[src/rtl/byte_stream_packer_pkg.sv]
// ---------------------------------------------------------------------------
// byte_stream_packer_pkg
// Shared constants for the byte-to-word packing path (UART receiver ->
// memory programmer). Kept tiny on purpose: the packer itself is flat and
// carries its own lane-order logic.
// ---------------------------------------------------------------------------
package byte_stream_packer_pkg;

    // Width of one incoming stream element and of one memory lane.
    localparam int BYTE_W = 8;

endpackage : byte_stream_packer_pkg

[src/rtl/byte_stream_packer.sv]
// ---------------------------------------------------------------------------
// byte_stream_packer
// Packs a stream of bytes into BYTES_PER_WORD-byte memory words and issues
// one registered write strobe per word, with a self-incrementing word
// address. Supports partial-word flush (unfilled lanes are zero and masked
// off) and address reload (which discards the partial word).
//
// Ports:
//   clk               system clock, rising edge
//   rst               asynchronous active-high reset
//   byte_valid_in     byte_data_in valid this cycle (no backpressure)
//   byte_data_in      incoming byte
//   flush_in          emit the partially filled word now
//   addr_load_in      load word address from addr_in, drop partial word
//   addr_in           address loaded by addr_load_in
//   word_wr_en_out    one-cycle write strobe
//   word_addr_out     address of the written word (held until next write)
//   word_byte_en_out  valid lanes of the written word (held)
//   word_data_out     packed word (held)
//   addr_wrap_out     one-cycle pulse with the write at the top address
// ---------------------------------------------------------------------------
module byte_stream_packer
    import byte_stream_packer_pkg::*;
#(
    parameter int BYTES_PER_WORD  = 4,
    parameter int WORD_ADDR_WIDTH = 4,
    parameter bit BIG_ENDIAN      = 1'b0
) (
    input  logic                              clk,
    input  logic                              rst,
    input  logic                              byte_valid_in,
    input  logic [BYTE_W-1:0]                 byte_data_in,
    input  logic                              flush_in,
    input  logic                              addr_load_in,
    input  logic [WORD_ADDR_WIDTH-1:0]        addr_in,
    output logic                              word_wr_en_out,
    output logic [WORD_ADDR_WIDTH-1:0]        word_addr_out,
    output logic [BYTES_PER_WORD-1:0]         word_byte_en_out,
    output logic [BYTE_W*BYTES_PER_WORD-1:0]  word_data_out,
    output logic                              addr_wrap_out
);

    localparam int DATA_W = BYTE_W * BYTES_PER_WORD;
    localparam int LANE_W = $clog2(BYTES_PER_WORD);

    // The lane counter only ever holds 0..BYTES_PER_WORD-1: the byte that
    // would take it to BYTES_PER_WORD always triggers a write, which clears it.
    localparam logic [LANE_W-1:0]          LAST_LANE = LANE_W'(BYTES_PER_WORD - 1);
    localparam logic [WORD_ADDR_WIDTH-1:0] ADDR_TOP  = '1;

    // BYTES_PER_WORD is a power of two, so BYTES_PER_WORD-1-cnt is simply
    // the bitwise complement of cnt within LANE_W bits.
    function automatic logic [LANE_W-1:0] lane_of(input logic [LANE_W-1:0] cnt);
        return BIG_ENDIAN ? ~cnt : cnt;
    endfunction

    // Packing state
    logic [LANE_W-1:0]          lane_cnt_q, lane_cnt_d;
    logic [DATA_W-1:0]          acc_q, acc_d;
    logic [BYTES_PER_WORD-1:0]  mask_q, mask_d;
    logic [WORD_ADDR_WIDTH-1:0] addr_q, addr_d;

    // Registered output stage
    logic                       wr_en_q, wr_en_d;
    logic                       wrap_q, wrap_d;
    logic [WORD_ADDR_WIDTH-1:0] out_addr_q, out_addr_d;
    logic [BYTES_PER_WORD-1:0]  out_be_q, out_be_d;
    logic [DATA_W-1:0]          out_data_q, out_data_d;

    // Per-lane write select for the incoming byte
    logic [LANE_W-1:0]          cur_lane;
    logic [BYTES_PER_WORD-1:0]  lane_hit;

    assign cur_lane = lane_of(lane_cnt_q);

    generate
        for (genvar gi = 0; gi < BYTES_PER_WORD; gi++) begin : g_lane_hit
            assign lane_hit[gi] = byte_valid_in && (cur_lane == LANE_W'(gi));
        end
    endgenerate

    // Word contents including this cycle's byte, so a byte arriving with a
    // flush (or completing the word) lands in the same single write.
    logic [DATA_W-1:0]         acc_merged;
    logic [BYTES_PER_WORD-1:0] mask_merged;
    logic                      word_full;
    logic                      do_write;

    always_comb begin
        acc_merged  = acc_q;
        mask_merged = mask_q | lane_hit;
        for (int i = 0; i < BYTES_PER_WORD; i++) begin
            if (lane_hit[i]) begin
                acc_merged[i*BYTE_W +: BYTE_W] = byte_data_in;
            end
        end
    end

    assign word_full = byte_valid_in && (lane_cnt_q == LAST_LANE);
    // mask_merged is non-zero exactly when at least one byte is pending.
    assign do_write  = !addr_load_in && (word_full || (flush_in && (|mask_merged)));

    always_comb begin
        lane_cnt_d = lane_cnt_q;
        acc_d      = acc_q;
        mask_d     = mask_q;
        addr_d     = addr_q;
        wr_en_d    = 1'b0;
        wrap_d     = 1'b0;
        out_addr_d = out_addr_q;
        out_be_d   = out_be_q;
        out_data_d = out_data_q;

        if (addr_load_in) begin
            // Reload wins over any byte or flush in the same cycle.
            addr_d     = addr_in;
            lane_cnt_d = '0;
            acc_d      = '0;
            mask_d     = '0;
        end else if (do_write) begin
            wr_en_d    = 1'b1;
            wrap_d     = (addr_q == ADDR_TOP);
            out_addr_d = addr_q;
            out_be_d   = mask_merged;
            out_data_d = acc_merged;
            addr_d     = addr_q + 1'b1;
            lane_cnt_d = '0;
            acc_d      = '0;
            mask_d     = '0;
        end else if (byte_valid_in) begin
            lane_cnt_d = lane_cnt_q + 1'b1;
            acc_d      = acc_merged;
            mask_d     = mask_merged;
        end
    end

    always_ff @(posedge clk or posedge rst) begin
        if (rst) begin
            lane_cnt_q <= '0;
            acc_q      <= '0;
            mask_q     <= '0;
            addr_q     <= '0;
            wr_en_q    <= 1'b0;
            wrap_q     <= 1'b0;
            out_addr_q <= '0;
            out_be_q   <= '0;
            out_data_q <= '0;
        end else begin
            lane_cnt_q <= lane_cnt_d;
            acc_q      <= acc_d;
            mask_q     <= mask_d;
            addr_q     <= addr_d;
            wr_en_q    <= wr_en_d;
            wrap_q     <= wrap_d;
            out_addr_q <= out_addr_d;
            out_be_q   <= out_be_d;
            out_data_q <= out_data_d;
        end
    end

    assign word_wr_en_out   = wr_en_q;
    assign addr_wrap_out    = wrap_q;
    assign word_addr_out    = out_addr_q;
    assign word_byte_en_out = out_be_q;
    assign word_data_out    = out_data_q;

endmodule : byte_stream_packer

[config.mk]
export PLATFORM = sky130hd
export DESIGN_NAME = byte_stream_packer
export DESIGN_NICKNAME = d
export VERILOG_FILES = /design/src/rtl/byte_stream_packer_pkg.sv /design/src/rtl/byte_stream_packer.sv
export SDC_FILE = /design/constraint.sdc
export NUM_CORES = 1
export LEC_CHECK = 0
export CORE_ASPECT_RATIO = 0.8
export CORE_UTILIZATION = 35
export DETAILED_ROUTE_END_ITERATION = 12
export GPL_TIMING_DRIVEN = 0
export PLACE_DENSITY_LB_ADDON = 0.08
export SKIP_LAST_GASP = 1
export SYNTH_ARGS = -nofsm -noshare
export SYNTH_HDL_FRONTEND = slang
export SYNTH_SLANG_ARGS = --single-unit
[constraint.sdc]
create_clock -name clk -period 6.38 [get_ports clk]
set_clock_uncertainty 0.05 [all_clocks]
set_input_delay 1.276 -clock clk [delete_from_list [all_inputs] [get_ports clk]]
set_output_delay 1.276 -clock clk [all_outputs]
set_load 0.01 [all_outputs]
==> impl_metrics.py, run 1 <==
metrics = {
    "outcome": {
        "status": "complete, no violations",
    },
    "cts": {
        "cts-root-buf": "clkbuf_16",
        "ctsHoldBuffers": 0,
        "cts_tree": "done",
        "post_cts_buffers": 0,
        "path_clk_slew_ns": 0.06,
        "numCtsBuffers": 9,
        "cts_sinks": 84,
        "clock_latency_ns": 0.33,
        "ctsHtreeMaxLevel": 3,
        "clockBufferDepth": 2,
        "ctsResizeCount": 0,
    },
    "logic_synthesis": {
        "yosysMostFrequentCell": "dfrtp_1",
        "synth-async-reset-ratio": 1.000,
        "synth_area_leader_cell": "dfrtp_1",
        "yosys.area.top_type_share": 0.5773,
        "syn_inst": 276,
        "ys_ff_latch": 84,
        "synthTopCellsByCount": "dfrtp_1, mux2i_1, mux2_2, nor3b_1, inv_1",
        "yosysUniqueCellTypes": 38,
        "synth-warning-count": 0,
        "syn_area_per_cell_um2": 13.19,
        "synth_top_flop_cell": "dfrtp_1",
        "yosysSeqAreaShare": 0.5773,
        "synth_nets": 298,
        "syn_area_mm2": 0.003641,
        "synth_area_leaders": "dfrtp_1, mux2i_1, mux2_2, mux2_1, nor3b_1",
        "synth_edf_count": 0,
    },
    "placed_design": {
        "dp_hpwl_um": 5440,
        "pre_cts_slack_ns": 2.976,
        "placed_cells": 470,
        "placed_cell_area_mm2": 0.004412,
        "portBuffers": 57,
        "routabilityCongestion": 0.7600,
    },
    "global_routing": {
        "grt_max_degree": 62,
        "grt_pass1_wl_um": 13230,
        "grt_antenna_before_repair": 0,
        "grt_pass1_vias": 2404,
        "gr-usage-all-layers": 0.1681,
        "grt_overflow_total": 0,
    },
    "layout": {
        "drive_above_1_share": 0.1400,
        "antenna_cells": 0,
        "final_cells": 486,
        "fill_cells": 902,
        "final_nets": 367,
        "finalInstanceArea_mm2": 0.004716,
        "synthToLayoutAreaGrowth_pct": 29.52,
    },
    "die": {
        "die_x_um": 116.0,
        "num_io_pins": 59,
        "core_mm2": 0.009889,
        "std_cell_rows": 32,
        "initial_utilization": 0.3682,
        "fp.dieH_um": 93.23,
        "dieArea_mm2": 0.01082,
    },
    "routing": {
        "dr.pass1.iters": 4,
        "antenna_left": 0,
        "dr.first_iter.drc_count": 109,
        "wl_per_cell_um": 16.81,
        "drc": 0,
        "drt-vias-per-instance": 4.854,
        "wirelength_um": 8171,
        "via_count": 2359,
    },
    "min_path": {
        "hold_end": "word_addr_out[0]",
        "hold_path.class": "reg -> reg",
        "worstHoldStart": "word_addr_out[0]",
        "hold_depth": 1,
    },
    "sta": {
        "finalSetupTns_ns": 0,
        "slew_headroom": 0.5470,
        "timing.final.ws_setup_ns": 3.333,
        "rsz0062_at_grt": "false",
        "final-setup-viol-count": 0,
        "max_freq_ghz": 0.3282,
        "maxSlewViolCount": 0,
        "hold_viol": 0,
        "min_period_ns": 3.047,
        "tightest_slew_ns": 0.6739,
        "finalCritPeriodShare": 0.4776,
    },
    "worst_setup_path": {
        "critPathArrivalTime_ns": 3.21,
        "end_kind": "flip-flop",
        "cpPeakStageDelay_ns": 0.59,
        "critical_path_class": "in -> reg",
        "rrSetupSlack_ns": 4.12,
        "reg2reg_depth": 5,
        "cp.required_ns": 6.54,
        "cp_max_fo": 10,
        "path_cells": "clkdlybuf4s50_1 > a21oi_1 > a211oi_4 > buf_4 > mux2_1",
        "critPathLaunchType": "input port",
        "worstReg2RegEnd": "word_data_out[16]",
        "worst_path_max_delay_cell": "clkdlybuf4s50_1",
        "r2r-start": "cur_lane[0]",
    },
    "pwr": {
        "p_leak_uw": 0.002148,
        "powerDensity_mw_per_mm2": 299.5,
        "ir_drop_mv": 0.1960,
        "totalPowerFinal_uw": 1412,
    },
    "job": {
        "max-cap-violations": 0,
    },
}
state kept, by name, indices dropped and copies added (netlist names), 2 cells and up:
name              flops
cur_lane              2
word_byte_en_out      4
acc_q                32
mask_q                4
word_addr_out         4
word_data_out        32
addr_q                4
metal layers:
layer  track usage  up-vias  routed length, µm
met5             0        -                  0
met4       0.05769        0                126
met3       0.04407       12                303
met2        0.2560       45               3767
met1        0.2310     1188               3974
li1              -     1114                  -
layout by cell type (no fill, tap or decap), types with 2 or more instances in the layout:
cell	instances
dfrtp_1	84
clkdlybuf4s50_1	57
mux2i_1	32
mux2_2	21
nor3b_1	21
nor3_1	19
mux2_1	19
inv_1	19
clkbuf_16	9
clkbuf_1	8
a21oi_1	5
nand2_1	5
ha_1	5
buf_4	4
nand3_1	4
buf_2	2
nand2b_1	2
a211oi_1	2
o211ai_1	2
nor2b_1	2
clkinv_2	2
clkbuf_8	2
per-stage QoR:
step | util | hold WS (ns)
6_report | 0.4768 | 0.4342
5_1_grt | 0.4768 | 0.4557
4_1_cts | 0.4768 | 0.4376
3_5_place_dp | 0.4461 | 0.4240
3_3_place_gp | 0.4431 | 0.4217
2_1_floorplan | - | 0.4505
area by class of cell:
class,instances,area (µm²),area share
well taps,136,170.2,0.03608
clock buffers,12,256.5,0.05439
repair buffers,58,598.1,0.1268
plain buffers,15,81.33,0.01725
inverters,20,77.57,0.01645
multi-input cells,157,1383,0.2932
clock inverters,4,47.55,0.01008
flip-flops and latches,84,2102,0.4457
report_power, final:
group / switching (µW) / leakage, µW / internal [µW] / total [µW]
Clock: 205 / 0.000149 / 323 / 528
Combinational: 123 / 0.000868 / 145 / 267
Sequential: 29.9 / 0.00113 / 587 / 616
kinds of logic after synthesis:
group	share of synthesized area
muxes	0.2117
DFF	0.5773
adders and majority gates	0.01718
AOI/OAI and AO/OA	0.04673
xor gates and xnor gates	0.002406
buffers and inverters	0.04296
and+or+nand+nor	0.1017
worst max-delay path: cells and delay by family:
family                 cells  cell delay (ns)
AO/OA/AOI/OAI              2             0.69
buffers and inverters      2             0.88
multiplexers               1             0.35
how the worst max path moves through the flow:
stage	depth (start not counted)	endpoint	start	slack, ns
after floorplan	1	acc_q[0]	rst	2.89
after global placement	2	word_addr_out[2]	rst	1.43
after detailed placement	5	word_data_out[1]	byte_valid_in	2.98
after CTS	5	word_data_out[16]	byte_valid_in	3.30
after global routing	5	word_data_out[9]	byte_valid_in	3.21
final	5	word_data_out[16]	byte_valid_in	3.33
(Power assumes the default switching activity.)
==> run 2, diff against run 1 <==
==> constraint.sdc (replaced) <==
create_clock -name clk -period 2.9 [get_ports clk]
set_clock_uncertainty 0.05 [all_clocks]
set_input_delay 0.58 -clock clk [delete_from_list [all_inputs] [get_ports clk]]
set_output_delay 0.58 -clock clk [all_outputs]
set_load 0.01 [all_outputs]
==> results of run 2 <==
Same layout as run 1 (identical final DEF). Status: complete, no violations.
Main changes from that run: setup slack after placement 2.976 ns -> 0.1921 ns; setup slack after layout 3.333 ns -> 0.5491 ns; register-to-register setup slack 4.12 ns -> 0.64 ns; total power 1412 µW -> 3107 µW; worst IR drop on VDD 0.1960 mV -> 0.4313 mV
